`config.mk`:
```
export PLATFORM = sky130hd
export DESIGN_NAME = viterbi_decoder
export DESIGN_NICKNAME = d
export VERILOG_FILES = /design/src/rtl/viterbi_pkg.sv /design/src/rtl/viterbi_acs.sv /design/src/rtl/viterbi_decoder.sv
export SDC_FILE = /design/constraint.sdc
export NUM_CORES = 1
export LEC_CHECK = 0
export CAP_MARGIN = 20
export CORE_UTILIZATION = 55
export DETAILED_ROUTE_END_ITERATION = 10
export PLACE_DENSITY = 0.75
export SETUP_SLACK_MARGIN = 0.5
export SYNTH_ARGS = -nofsm -noshare
export SYNTH_HDL_FRONTEND = slang
export SYNTH_SLANG_ARGS = --single-unit
```
`constraint.sdc`:
```
create_clock -name clk -period 12 [get_ports clk]
set_input_delay 1.2 -clock clk [delete_from_list [all_inputs] [get_ports clk]]
set_output_delay 1.2 -clock clk [all_outputs]
set_load 0.03 [all_outputs]
```
`src/rtl/viterbi_pkg.sv`:
```
// Shared definitions for the rate-1/2, K=3 (7,5 octal) hard-decision Viterbi decoder.
package viterbi_pkg;

  localparam int unsigned NUM_STATES = 4;
  localparam int unsigned K          = 3;
  localparam logic [K-1:0] G0        = 3'b111;
  localparam logic [K-1:0] G1        = 3'b101;

  // Encoder register is {u, a, b} for input u leaving state {a, b}.
  function automatic logic [1:0] expected_sym(input logic [1:0] state, input logic u);
    logic [K-1:0] r;
    r = {u, state};
    return {^(r & G0), ^(r & G1)};
  endfunction

  function automatic logic [1:0] hamming2(input logic [1:0] a, input logic [1:0] b);
    logic [1:0] x;
    x = a ^ b;
    return 2'(x[1]) + 2'(x[0]);
  endfunction

endpackage

```
`src/rtl/viterbi_acs.sv`:
```
// Add-compare-select for one next state; tie selects the lower-index predecessor.
module viterbi_acs #(
  parameter int unsigned PM_W     = 5,
  parameter int unsigned TB_DEPTH = 16
) (
  input  logic [PM_W-1:0]     pm0_i,
  input  logic [PM_W-1:0]     pm1_i,
  input  logic [1:0]          bm0_i,
  input  logic [1:0]          bm1_i,
  input  logic [TB_DEPTH-1:0] surv0_i,
  input  logic [TB_DEPTH-1:0] surv1_i,
  input  logic                u_i,
  output logic [PM_W:0]       cand_c_o,
  output logic [TB_DEPTH-1:0] surv_c_o
);

  localparam int unsigned CW = PM_W + 1;

  logic [CW-1:0]       c0;
  logic [CW-1:0]       c1;
  logic                sel1;
  logic [TB_DEPTH-1:0] surv_sel;

  assign c0       = CW'(pm0_i) + CW'(bm0_i);
  assign c1       = CW'(pm1_i) + CW'(bm1_i);
  assign sel1     = (c1 < c0);
  assign cand_c_o = sel1 ? c1 : c0;
  assign surv_sel = sel1 ? surv1_i : surv0_i;
  // Register exchange: oldest decision falls off the top, newest bit enters at 0.
  assign surv_c_o = (surv_sel << 1) | TB_DEPTH'(u_i);

endmodule

```
`src/rtl/viterbi_decoder.sv`:
```
// Hard-decision 4-state Viterbi decoder with min-normalised metrics and
// register-exchange survivors; decode latency is TB_DEPTH accepted symbols.
module viterbi_decoder
  import viterbi_pkg::*;
#(
  parameter int unsigned TB_DEPTH = 16,
  parameter int unsigned PM_W     = 5,
  parameter int unsigned PM_INIT  = 4
) (
  input  logic            clk,
  input  logic            reset,
  input  logic            in_valid,
  input  logic [1:0]      conv_in,
  output logic            bit_out,
  output logic            out_valid,
  output logic [PM_W-1:0] best_metric
);

  localparam int unsigned CW    = PM_W + 1;
  localparam int unsigned CNT_W = $clog2(TB_DEPTH + 1);
  localparam logic [PM_W-1:0] PM_MAX = '1;

  logic [PM_W-1:0]     pm_q     [NUM_STATES];
  logic [PM_W-1:0]     pm_d     [NUM_STATES];
  logic [TB_DEPTH-1:0] surv_q   [NUM_STATES];
  logic [TB_DEPTH-1:0] surv_d   [NUM_STATES];
  logic [CW-1:0]       cand     [NUM_STATES];
  logic [TB_DEPTH-1:0] surv_new [NUM_STATES];

  logic [CNT_W-1:0] cnt_q, cnt_d;
  logic             bit_out_q, bit_out_d;
  logic             out_valid_q, out_valid_d;
  logic [PM_W-1:0]  best_metric_q, best_metric_d;

  logic [CW-1:0] min_cand;
  logic [1:0]    best;

  // Next state {u, a} is reached from {a, 0} and {a, 1}.
  for (genvar ns = 0; ns < int'(NUM_STATES); ns++) begin : g_acs
    localparam logic [1:0] P0 = 2'(2 * (ns % 2));
    localparam logic [1:0] P1 = P0 | 2'b01;
    localparam logic       U  = 1'(ns / 2);

    logic [1:0] bm0;
    logic [1:0] bm1;

    assign bm0 = hamming2(conv_in, expected_sym(P0, U));
    assign bm1 = hamming2(conv_in, expected_sym(P1, U));

    viterbi_acs #(
      .PM_W     (PM_W),
      .TB_DEPTH (TB_DEPTH)
    ) u_acs (
      .pm0_i    (pm_q[P0]),
      .pm1_i    (pm_q[P1]),
      .bm0_i    (bm0),
      .bm1_i    (bm1),
      .surv0_i  (surv_q[P0]),
      .surv1_i  (surv_q[P1]),
      .u_i      (U),
      .cand_c_o (cand[ns]),
      .surv_c_o (surv_new[ns])
    );
  end

  // Minimum candidate and the lowest-index state holding it.
  always_comb begin
    min_cand = cand[0];
    best     = 2'd0;
    for (int s = 1; s < int'(NUM_STATES); s++) begin
      if (cand[s] < min_cand) begin
        min_cand = cand[s];
        best     = 2'(s);
      end
    end
  end

  always_comb begin
    for (int s = 0; s < int'(NUM_STATES); s++) begin
      pm_d[s]   = pm_q[s];
      surv_d[s] = surv_q[s];
    end
    cnt_d         = cnt_q;
    bit_out_d     = bit_out_q;
    out_valid_d   = 1'b0;
    best_metric_d = best_metric_q;

    if (in_valid) begin
      for (int s = 0; s < int'(NUM_STATES); s++) begin
        pm_d[s]   = PM_W'(cand[s] - min_cand);
        surv_d[s] = surv_new[s];
      end
      // Stored metrics are normalised, so the previous minimum is always zero.
      best_metric_d = (min_cand > CW'(PM_MAX)) ? PM_MAX : PM_W'(min_cand);
      if (cnt_q >= CNT_W'(TB_DEPTH - 1)) begin
        out_valid_d = 1'b1;
        bit_out_d   = surv_new[best][TB_DEPTH-1];
      end
      if (cnt_q != CNT_W'(TB_DEPTH)) begin
        cnt_d = cnt_q + CNT_W'(1);
      end
    end
  end

  always_ff @(posedge clk or posedge reset) begin
    if (reset) begin
      for (int s = 0; s < int'(NUM_STATES); s++) begin
        pm_q[s]   <= (s == 0) ? '0 : PM_W'(PM_INIT);
        surv_q[s] <= '0;
      end
      cnt_q         <= '0;
      bit_out_q     <= 1'b0;
      out_valid_q   <= 1'b0;
      best_metric_q <= '0;
    end else begin
      for (int s = 0; s < int'(NUM_STATES); s++) begin
        pm_q[s]   <= pm_d[s];
        surv_q[s] <= surv_d[s];
      end
      cnt_q         <= cnt_d;
      bit_out_q     <= bit_out_d;
      out_valid_q   <= out_valid_d;
      best_metric_q <= best_metric_d;
    end
  end

  assign bit_out     = bit_out_q;
  assign out_valid   = out_valid_q;
  assign best_metric = best_metric_q;

endmodule

```
* After elaboration in Yosys (flattened, before gate mapping)
Index checks and enable logic that the tools add are counted.
Widths: inputs -> output; s select.
** Cells by class
- Add/sub/neg operators :: 17
- $lt $le $gt $ge :: 10
- Eq/ne operators :: 1
- Multiplexer cells :: 20
- Bitwise logic cells :: 4
- Reduce and logical (&&, ||, !) cells :: 2
** Operators by type and width (number)
- $mux 15 :: 4
- $add 5x2->6 :: 8
- $lt 6x6->1 :: 7
- $mux 6 :: 7
- $bmux 16 s2 :: 1
- $mux 16 :: 2
- $sub 5x5->5 :: 4
- $add 1x1->2 :: 4
- $gt 6x5->1 const B :: 1
- $add 5x1->5 const B :: 1
- $ge 5x4->1 const B :: 1
- $mux 5 :: 1
- $ne 5x5->1 const B :: 1
- $mux 2 :: 2
- $reduce_and 2->1 :: 2
- $ge 3x3->1 const B :: 1
- $mux 1 :: 3
- $not 2->3 :: 1
- $not 1->1 :: 2
- $not 2->2 :: 1
** Storage, ports and cells
- Register bits after elaboration :: 90
- Bits of input ports :: 5
- Word-level logic and storage cells :: 66

* Logic depth before layout (Yosys ltp)
Gate-level depths: netlist (run 1).
- Word-level depth :: 15
- Depth in mapped cells :: 47
- Mapped depth without buffers :: 43

* By module
Synthesis (run 1) repeated with hierarchy kept, for this count alone.
** Second synthesis, totals
- Cell total of the unflattened synthesis :: 736
- Area total of the unflattened synthesis :: 7896.3 um^2
** By module, submodules not included
- viterbi_decoder :: times used 1, cells each 476, area an instance 5283.8 um^2, seq. area each 2406.1 um^2
- viterbi_acs :: times used 4, cells each 65, area an instance 653.1 um^2, seq. area each 0.0 um^2

* Least setup slack after synthesis (run 1)
No wires, ideal clock.
- Kind :: input -> register
- Start point :: in conv_in[0]
- End point :: reg pm_q[14] (netlist name)
- Setup time :: 0.104 ns
- Arrival time :: 9.725 ns
- Data required time :: 11.896 ns
- Slack :: 2.171 ns
- Cell stages on the path :: 45
- Buffers on the path :: 4
- Cells stage by stage :: inv_1 -> ha_1 -> inv_1 -> ha_1 -> ha_1 -> a21oi_1 -> nor2_1 -> xor2_1 -> ha_1 -> nand2_1 -> a211oi_1 -> or3_1 -> buf_4 -> mux2i_1 -> inv_2 -> ha_1 -> o211ai_1 -> nor2_1 -> (+9 left out) -> a311oi_4 -> o311ai_4 -> mux2i_1 -> ha_1 -> nand2_1 -> o21ai_1 -> a31oi_1 -> buf_2 -> nand2_1 -> buf_2 -> mux2i_1 -> ha_1 -> inv_1 -> ha_1 -> or2_2 -> a221oi_1 -> o21ai_0 -> o311ai_1
** On the way
- Cells in the longest elaborated chain, start to end :: 12
- Elaborated cells on any way between the ends :: 29
- Classes of those cells :: 13 x add/sub; 7 x order compare; 7 x mux; 2 x bitwise
** Ends and longest elaborated chain
- start, declared :: line viterbi_decoder.sv:13 : input logic [1:0] conv_in,
- $not 1->1 (no line) / $not 2->2 (equally long branches)
- $add 1x1->2 :: line viterbi_pkg.sv:19 : return 2'(x[1]) + 2'(x[0]);
- $add 5x2->6 :: line viterbi_acs.sv:25 : assign c1 = CW'(pm1_i) + CW'(bm1_i);
- $lt 6x6->1 :: line viterbi_acs.sv:26 : assign sel1 = (c1 < c0);
- $mux 6 :: line viterbi_acs.sv:27 : assign cand_c_o = sel1 ? c1 : c0;
- $lt 6x6->1 :: line viterbi_decoder.sv:71 : if (cand[s] < min_cand) begin
- $mux 6 :: line viterbi_decoder.sv:71
- $lt 6x6->1 :: line viterbi_decoder.sv:71
- $mux 6 :: line viterbi_decoder.sv:71
- $lt 6x6->1 :: line viterbi_decoder.sv:71
- $mux 6 :: line viterbi_decoder.sv:71
- $sub 5x5->5 (*) :: line viterbi_decoder.sv:90 : pm_d[s] = PM_W'(cand[s] - min_cand);
- end signal, assigned by index :: line viterbi_decoder.sv:108 : pm_q[s] <= (s == 0) ? '0 : PM_W'(PM_INIT);
- end signal, assigned by index :: line viterbi_decoder.sv:117 : pm_q[s] <= pm_d[s];
- end, declared :: line viterbi_decoder.sv:23 : logic [PM_W-1:0] pm_q [NUM_STATES];
Mark *: on every way between the ends. The rest lies on a longest branch, timed or not.
A chain may end at the register's enable or synchronous reset.

* Worst setup path after layout (run 1)
Ends and elaborated chain as after synthesis.

==> results.toml, run 1 <==
[die]
die_y_um = 119
ios = 12
die_w_um = 119
rows = 42
die_area_um2 = 14200
start_util_pct = 56.7
core_um2 = 13300

[timing]
report.final.slew_viol_count = 0
max_slew_margin_pct = 40.7
tightestPinTransition_ns = 0.864
fmax_ghz = 0.0927
setup_viol = 0
period_share_pct = 89.9
finalHoldViolCount = 0
whs_ns = 0.473
fin_crit_ns = 10.79
rsz0062_at_grt = "no"
totalNegativeSetupSlack_ns = 0
clock_skew_ns = 0.00921

[layout]
nets = 917
antenna_cells = 0
seq_area_um2 = 2180
syn2layout_area_growth_pct = 7.57
fin_area_um2 = 8110
layout-drive-gt1-share_pct = 10.5
multi_input_area_um2 = 4980
nFillCells = 1166

[synthesis]
synth-edff-count = 0
synthesis.nets = 928
synth-seq-cells = 87
async_flop_share_pct = 100
synth_flop_cell = "dfrtp_1"
ys_seq_area_share_pct = 28.9
ys_types = 96
avgSynthCellArea_um2 = 8.73
syn_area_um2 = 7530
syn_inst = 863
yosys_warnings = 0

[setup_path]
cp.required_ns = 12.25
critical_path_buf_inv_count = 6
crit_fanout = 17
startpoint_type = "input port"
cp-end-kind = "flop"
regToRegSetupSlack_ns = 2.66
r2r-start = "pm_q[6]"
path_delay_family = "compound AO/OA/AOI/OAI gates"
worstPathArrival_ns = 11.04
crit_top_cell = "ha_1"
path_class = "in2reg"
r2r-end = "pm_q[14]"
ff2ff_path_depth = 40
max_stage_delay_ns = 0.56
cp_slowest_cell = "clkdlybuf4s50_1"

[hold_path]
holdPathStages = 1
hold_path.class = "reg2reg"
min_from = "surv_q[0]"
hold_end = "surv_q[0]"

[place]
place_area_um2 = 7730
port_buffers = 11
dp_hpwl_um = 13700
globalplace.congestion = 1.06

[cts]
post_cts_buffers = 0
cts_tree = "done"
cts_hold_buf = 0
insertion_delay_ns = 0.34
cts_resized = 0
ctsLongestPathBuffers = 2
htreeDepth = 3
clock_sinks = 87
root_buffer = "clkbuf_16"
numCtsBuffers = 9
clk_pin_slew_worst_paths_ns = 0.07

[drt]
dr.pass1.iters = 6
drtAntennaViolNets = 0
routed-via-count = 6443
wl_um = 18500
wire_per_inst_um = 17.9
drtIter0Drc = 465
drt_drc_violations_left = 0
via_per_inst = 6.24

[run]
maxCapViolCount = 0

[grt]
antenna_found_initial = 0
grt_pass1_vias = 6209
grt_pass1_wl_um = 30700
overflow = 0
grt_use_total_pct = 27.3
grt_max_degree = 86

[status]
outcome = "complete, no violations"
-- worst register-to-register path, delay by kind of cell, from the launching register on --
kind / cells / cell delay (ns)
xor gates and xnor gates: 2 / 0.40
adders and majority gates: 7 / 1.89
buffers and inverters: 3 / 0.49
DFF: 1 / 0.56
muxes: 5 / 1.34
AOI/OAI and AO/OA: 14 / 3.09
and+or+nand+nor: 9 / 1.47
-- routing by layer --
metal	routed length (µm)	global-route usage, %
met5	0	0
met4	481	9.97
met3	1230	5.08
met2	8350	43.1
met1	8450	37.3
-- how the worst max path moves through the flow --
stage	startpoint	endpoint	slack [ns]	cells past startpoint
2_1_floorplan	conv_in[0]	pm_q[14]	2.17	45
3_3_place_gp	conv_in[0]	pm_q[9]	0.83	44
3_5_place_dp	conv_in[0]	pm_q[9]	0.60	44
4_1_cts	conv_in[0]	pm_q[9]	0.93	44
5_1_grt	conv_in[0]	pm_q[14]	0.49	44
6_report	conv_in[0]	pm_q[14]	1.21	44
-- synth_stat cells, drive strengths merged (6+ instances only) --
cell type  instances  area share (%)
a21o              10             1.0
a21oi            101             6.7
a221oi             7             1.0
a31oi              7            0.66
and2              14             1.2
and3               8            0.73
buf               21             1.7
clkbuf            22             1.1
dfrtp             84              28
ha                60              10
inv               54             2.7
mux2              14             2.1
mux2i             70             9.3
nand2             42             2.1
nand2b            12             1.0
nand3             19             1.3
nor2              95             4.7
nor2b             15             1.3
nor3               8            0.75
o211ai            11             1.2
o21ai             32             2.3
o221ai             6            0.78
o31ai              6            0.66
or2               11            0.91
xnor2             27             3.1
xor2              10             1.2
-- per-stage QoR --
stage	cells	util [%]	setup WS (ns)
global placement	1017	58.2	0.833
global route	1033	61.0	0.490
CTS	1033	60.7	0.928
detailed placement	1017	58.2	0.601
floorplan	863	-	2.17
finish	1033	61.0	1.21
-- flip-flops by register name, summed over array words and instances, names as in the netlist --
| name | cells |
|---|---|
| out_valid | 1 |
| best_metric | 5 |
| surv_q | 55 |
| cnt_q | 5 |
| bit_out | 1 |
| pm_q | 20 |
-- cells by family (layout without fill, tap and decap cells) --
logic type	Yosys count	in the layout	share of synthesized area [%]
AO/OA/AOI/OAI	243	243	22.5
buffers and inverters	98	92	5.60
XOR/XNOR	37	37	4.30
multiplexers	84	84	11.5
adder cells (fa/ha/maj)	63	63	10.4
AND/OR/NAND/NOR	251	251	16.8
flip-flops	87	87	28.9
-- layout by cell type, fill, tap and decap left out, types with 5 or more instances in the layout --
master            n
or2_2             7
and2_1           14
nor2_1           94
a221oi_1          6
a21o_1           10
nand2b_1         12
mux2i_1          67
buf_4            10
xnor2_1          27
nor2b_1          14
o31ai_1           5
clkbuf_16         9
inv_1            51
nand3_1          18
dfrtp_1          84
nor3b_1           5
clkdlybuf4s50_1  10
ha_1             60
nor3_1            6
o21ai_0          25
a21oi_1          98
and3_1            7
o221ai_1          5
o211ai_1         10
nand4_1           5
nand2_1          41
mux2_2           13
xor2_1           10
a31oi_1           6
-- layout make-up --
class | instances | area share, %
timing repair buffer | 21 | 2.30
clock buffer | 10 | 2.95
sequential | 87 | 26.9
multi-input combinational | 678 | 61.4
inverter | 55 | 2.58
tap | 176 | 2.72
clock inverter | 6 | 1.11
Power of run 1 is not shown: default switching activity piles up to over one toggle a cycle in this logic, so the estimate is an artifact.
==> run 2: changes to the inputs <==
--- a/config.mk
+++ b/config.mk
@@ -6,9 +6,9 @@
 export NUM_CORES = 1
 export LEC_CHECK = 0
 export CAP_MARGIN = 20
-export CORE_UTILIZATION = 55
+export CORE_UTILIZATION = 64
 export DETAILED_ROUTE_END_ITERATION = 10
-export PLACE_DENSITY = 0.75
+export PLACE_DENSITY = 0.85
 export SETUP_SLACK_MARGIN = 0.5
 export SYNTH_ARGS = -nofsm -noshare
 export SYNTH_HDL_FRONTEND = slang
==> run 2 against run 1 <==
Die area is 14% lower. Non-clock buffer count is 2 higher. Final area is 0.32% lower. Routed wire length is 6.7% higher. Critical path type unchanged. Largest cell class unchanged. Global-route usage is 6.0 points higher. Sequential share of layout area is 0.087 points higher.
==> results.toml, run 2 (synthesis results as in run 1) <==
[die]
start_util_pct = 65.7
core_um2 = 11500
die_w_um = 111
die_y_um = 111
ios = 12
rows = 39
die_area_um2 = 12200

[place]
globalplace.congestion = 1.02
port_buffers = 11
dp_hpwl_um = 15000

[layout]
largestRegisters = "surv_q x55, pm_q x20"
syn2layout_area_growth_pct = 7.22
final_cell_mix = "a21oi_1, nor2_1, dfrtp_1"
layout-drive-gt1-share_pct = 10.8
largest_reg_flops = 55
antenna_cells = 0
nets = 919
nFillCells = 926
final_common_cell = "a21oi_1"
top_register = "surv_q"

[cts]
post_cts_buffers = 0
cts_hold_buf = 0
cts_resized = 0
root_buffer = "clkbuf_16"
cts_tree = "done"
ctsLongestPathBuffers = 2
clk_pin_slew_worst_paths_ns = 0.07
clock_sinks = 87
insertion_delay_ns = 0.34
numCtsBuffers = 9
htreeDepth = 3

[setup_path]
regToRegSetupSlack_ns = 2.69
cp.required_ns = 12.24
cp-end-kind = "flop"
ff2ff_path_depth = 39
worstPathArrival_ns = 11.18
crit_fanout = 16
max_stage_delay_ns = 0.56
crit_end = "pm_q[9]"
r2r-end = "pm_q[9]"
path_class = "in2reg"
r2r-start = "pm_q[5]"
cp_slowest_cell = "clkdlybuf4s50_1"
crit_top_cell = "ha_1"
startpoint_type = "input port"
crit_start = "conv_in[0]"

[timing]
clock_skew_ns = 0.00785
setup_viol = 0
totalNegativeSetupSlack_ns = 0
finalHoldViolCount = 0
max_slew_margin_pct = 41.0
period_share_pct = 91.1
report.final.slew_viol_count = 0
fmax_ghz = 0.0914
fin_crit_ns = 10.94
rsz0062_at_grt = "no"
tightestPinTransition_ns = 0.861

[hold_path]
hold_path.class = "reg2reg"

[drt]
via_per_inst = 6.58
dr.pass1.iters = 7
drt_drc_violations_left = 0
wl_um = 19700
routed-via-count = 6596
drtAntennaViolNets = 0
wire_per_inst_um = 19.7
drtIter0Drc = 631

[grt]
overflow = 0
grt_pass1_vias = 6625
antenna_found_initial = 0
grt_pass1_wl_um = 32600
grt_max_degree = 88
grt_use_total_pct = 33.3

[status]
outcome = "complete, no violations"

[run]
maxCapViolCount = 0
run 2: layer usage:
layer	global-route usage (%)	routed length [µm]
met3	4.28	1080
met5	0	0
met2	57.0	9640
met4	14.3	643
met1	42.2	8380
run 2: how the worst min path moves through the flow:
stage | start | to | slack, ns | depth (start not counted)
floorplan | surv_q[0] | surv_q[0] | 0.44 | 1
global placement | surv_q[0] | surv_q[0] | 0.46 | 1
detailed placement | surv_q[0] | surv_q[0] | 0.45 | 1
CTS | surv_q[0] | surv_q[0] | 0.48 | 1
global route | surv_q[0] | surv_q[0] | 0.50 | 1
finish | surv_q[0] | surv_q[0] | 0.47 | 1
run 2: layout make-up:
| type | instances | area, µm² | area share, % |
|---|---|---|---|
| clock inverters | 5 | 33.8 | 0.418 |
| flip-flops and latches | 87 | 2180 | 27.0 |
| multi-input cells | 678 | 5010 | 62.0 |
| inverters | 55 | 209 | 2.59 |
| well taps | 143 | 179 | 2.21 |
| repair buffers | 23 | 221 | 2.74 |
| clock buffers | 11 | 243 | 3.00 |
run 2: worst max-delay path: cells and delay by family:
kind | cells | cell delay (ns)
muxes | 5 | 1.37
adders and majority gates | 8 | 2.46
buffers and inverters | 5 | 1.12
AOI/OAI and AO/OA | 14 | 2.88
and+or+nand+nor | 11 | 2.15
run 2: through the flow:
step                utilization (%)  hold slack [ns]  instances  cell area [µm²]  setup slack (ns)
floorplan                         -            0.437        863             7530              2.17
global placement               67.2            0.457        985             7700             0.731
detailed placement             67.2            0.451        985             7700             0.286
CTS                            69.6            0.476       1001             7980             0.609
global route                   70.5            0.499       1002             8080             0.521
finish                         70.5            0.475       1002             8080              1.06
Power of run 2 is left out for the same reason.
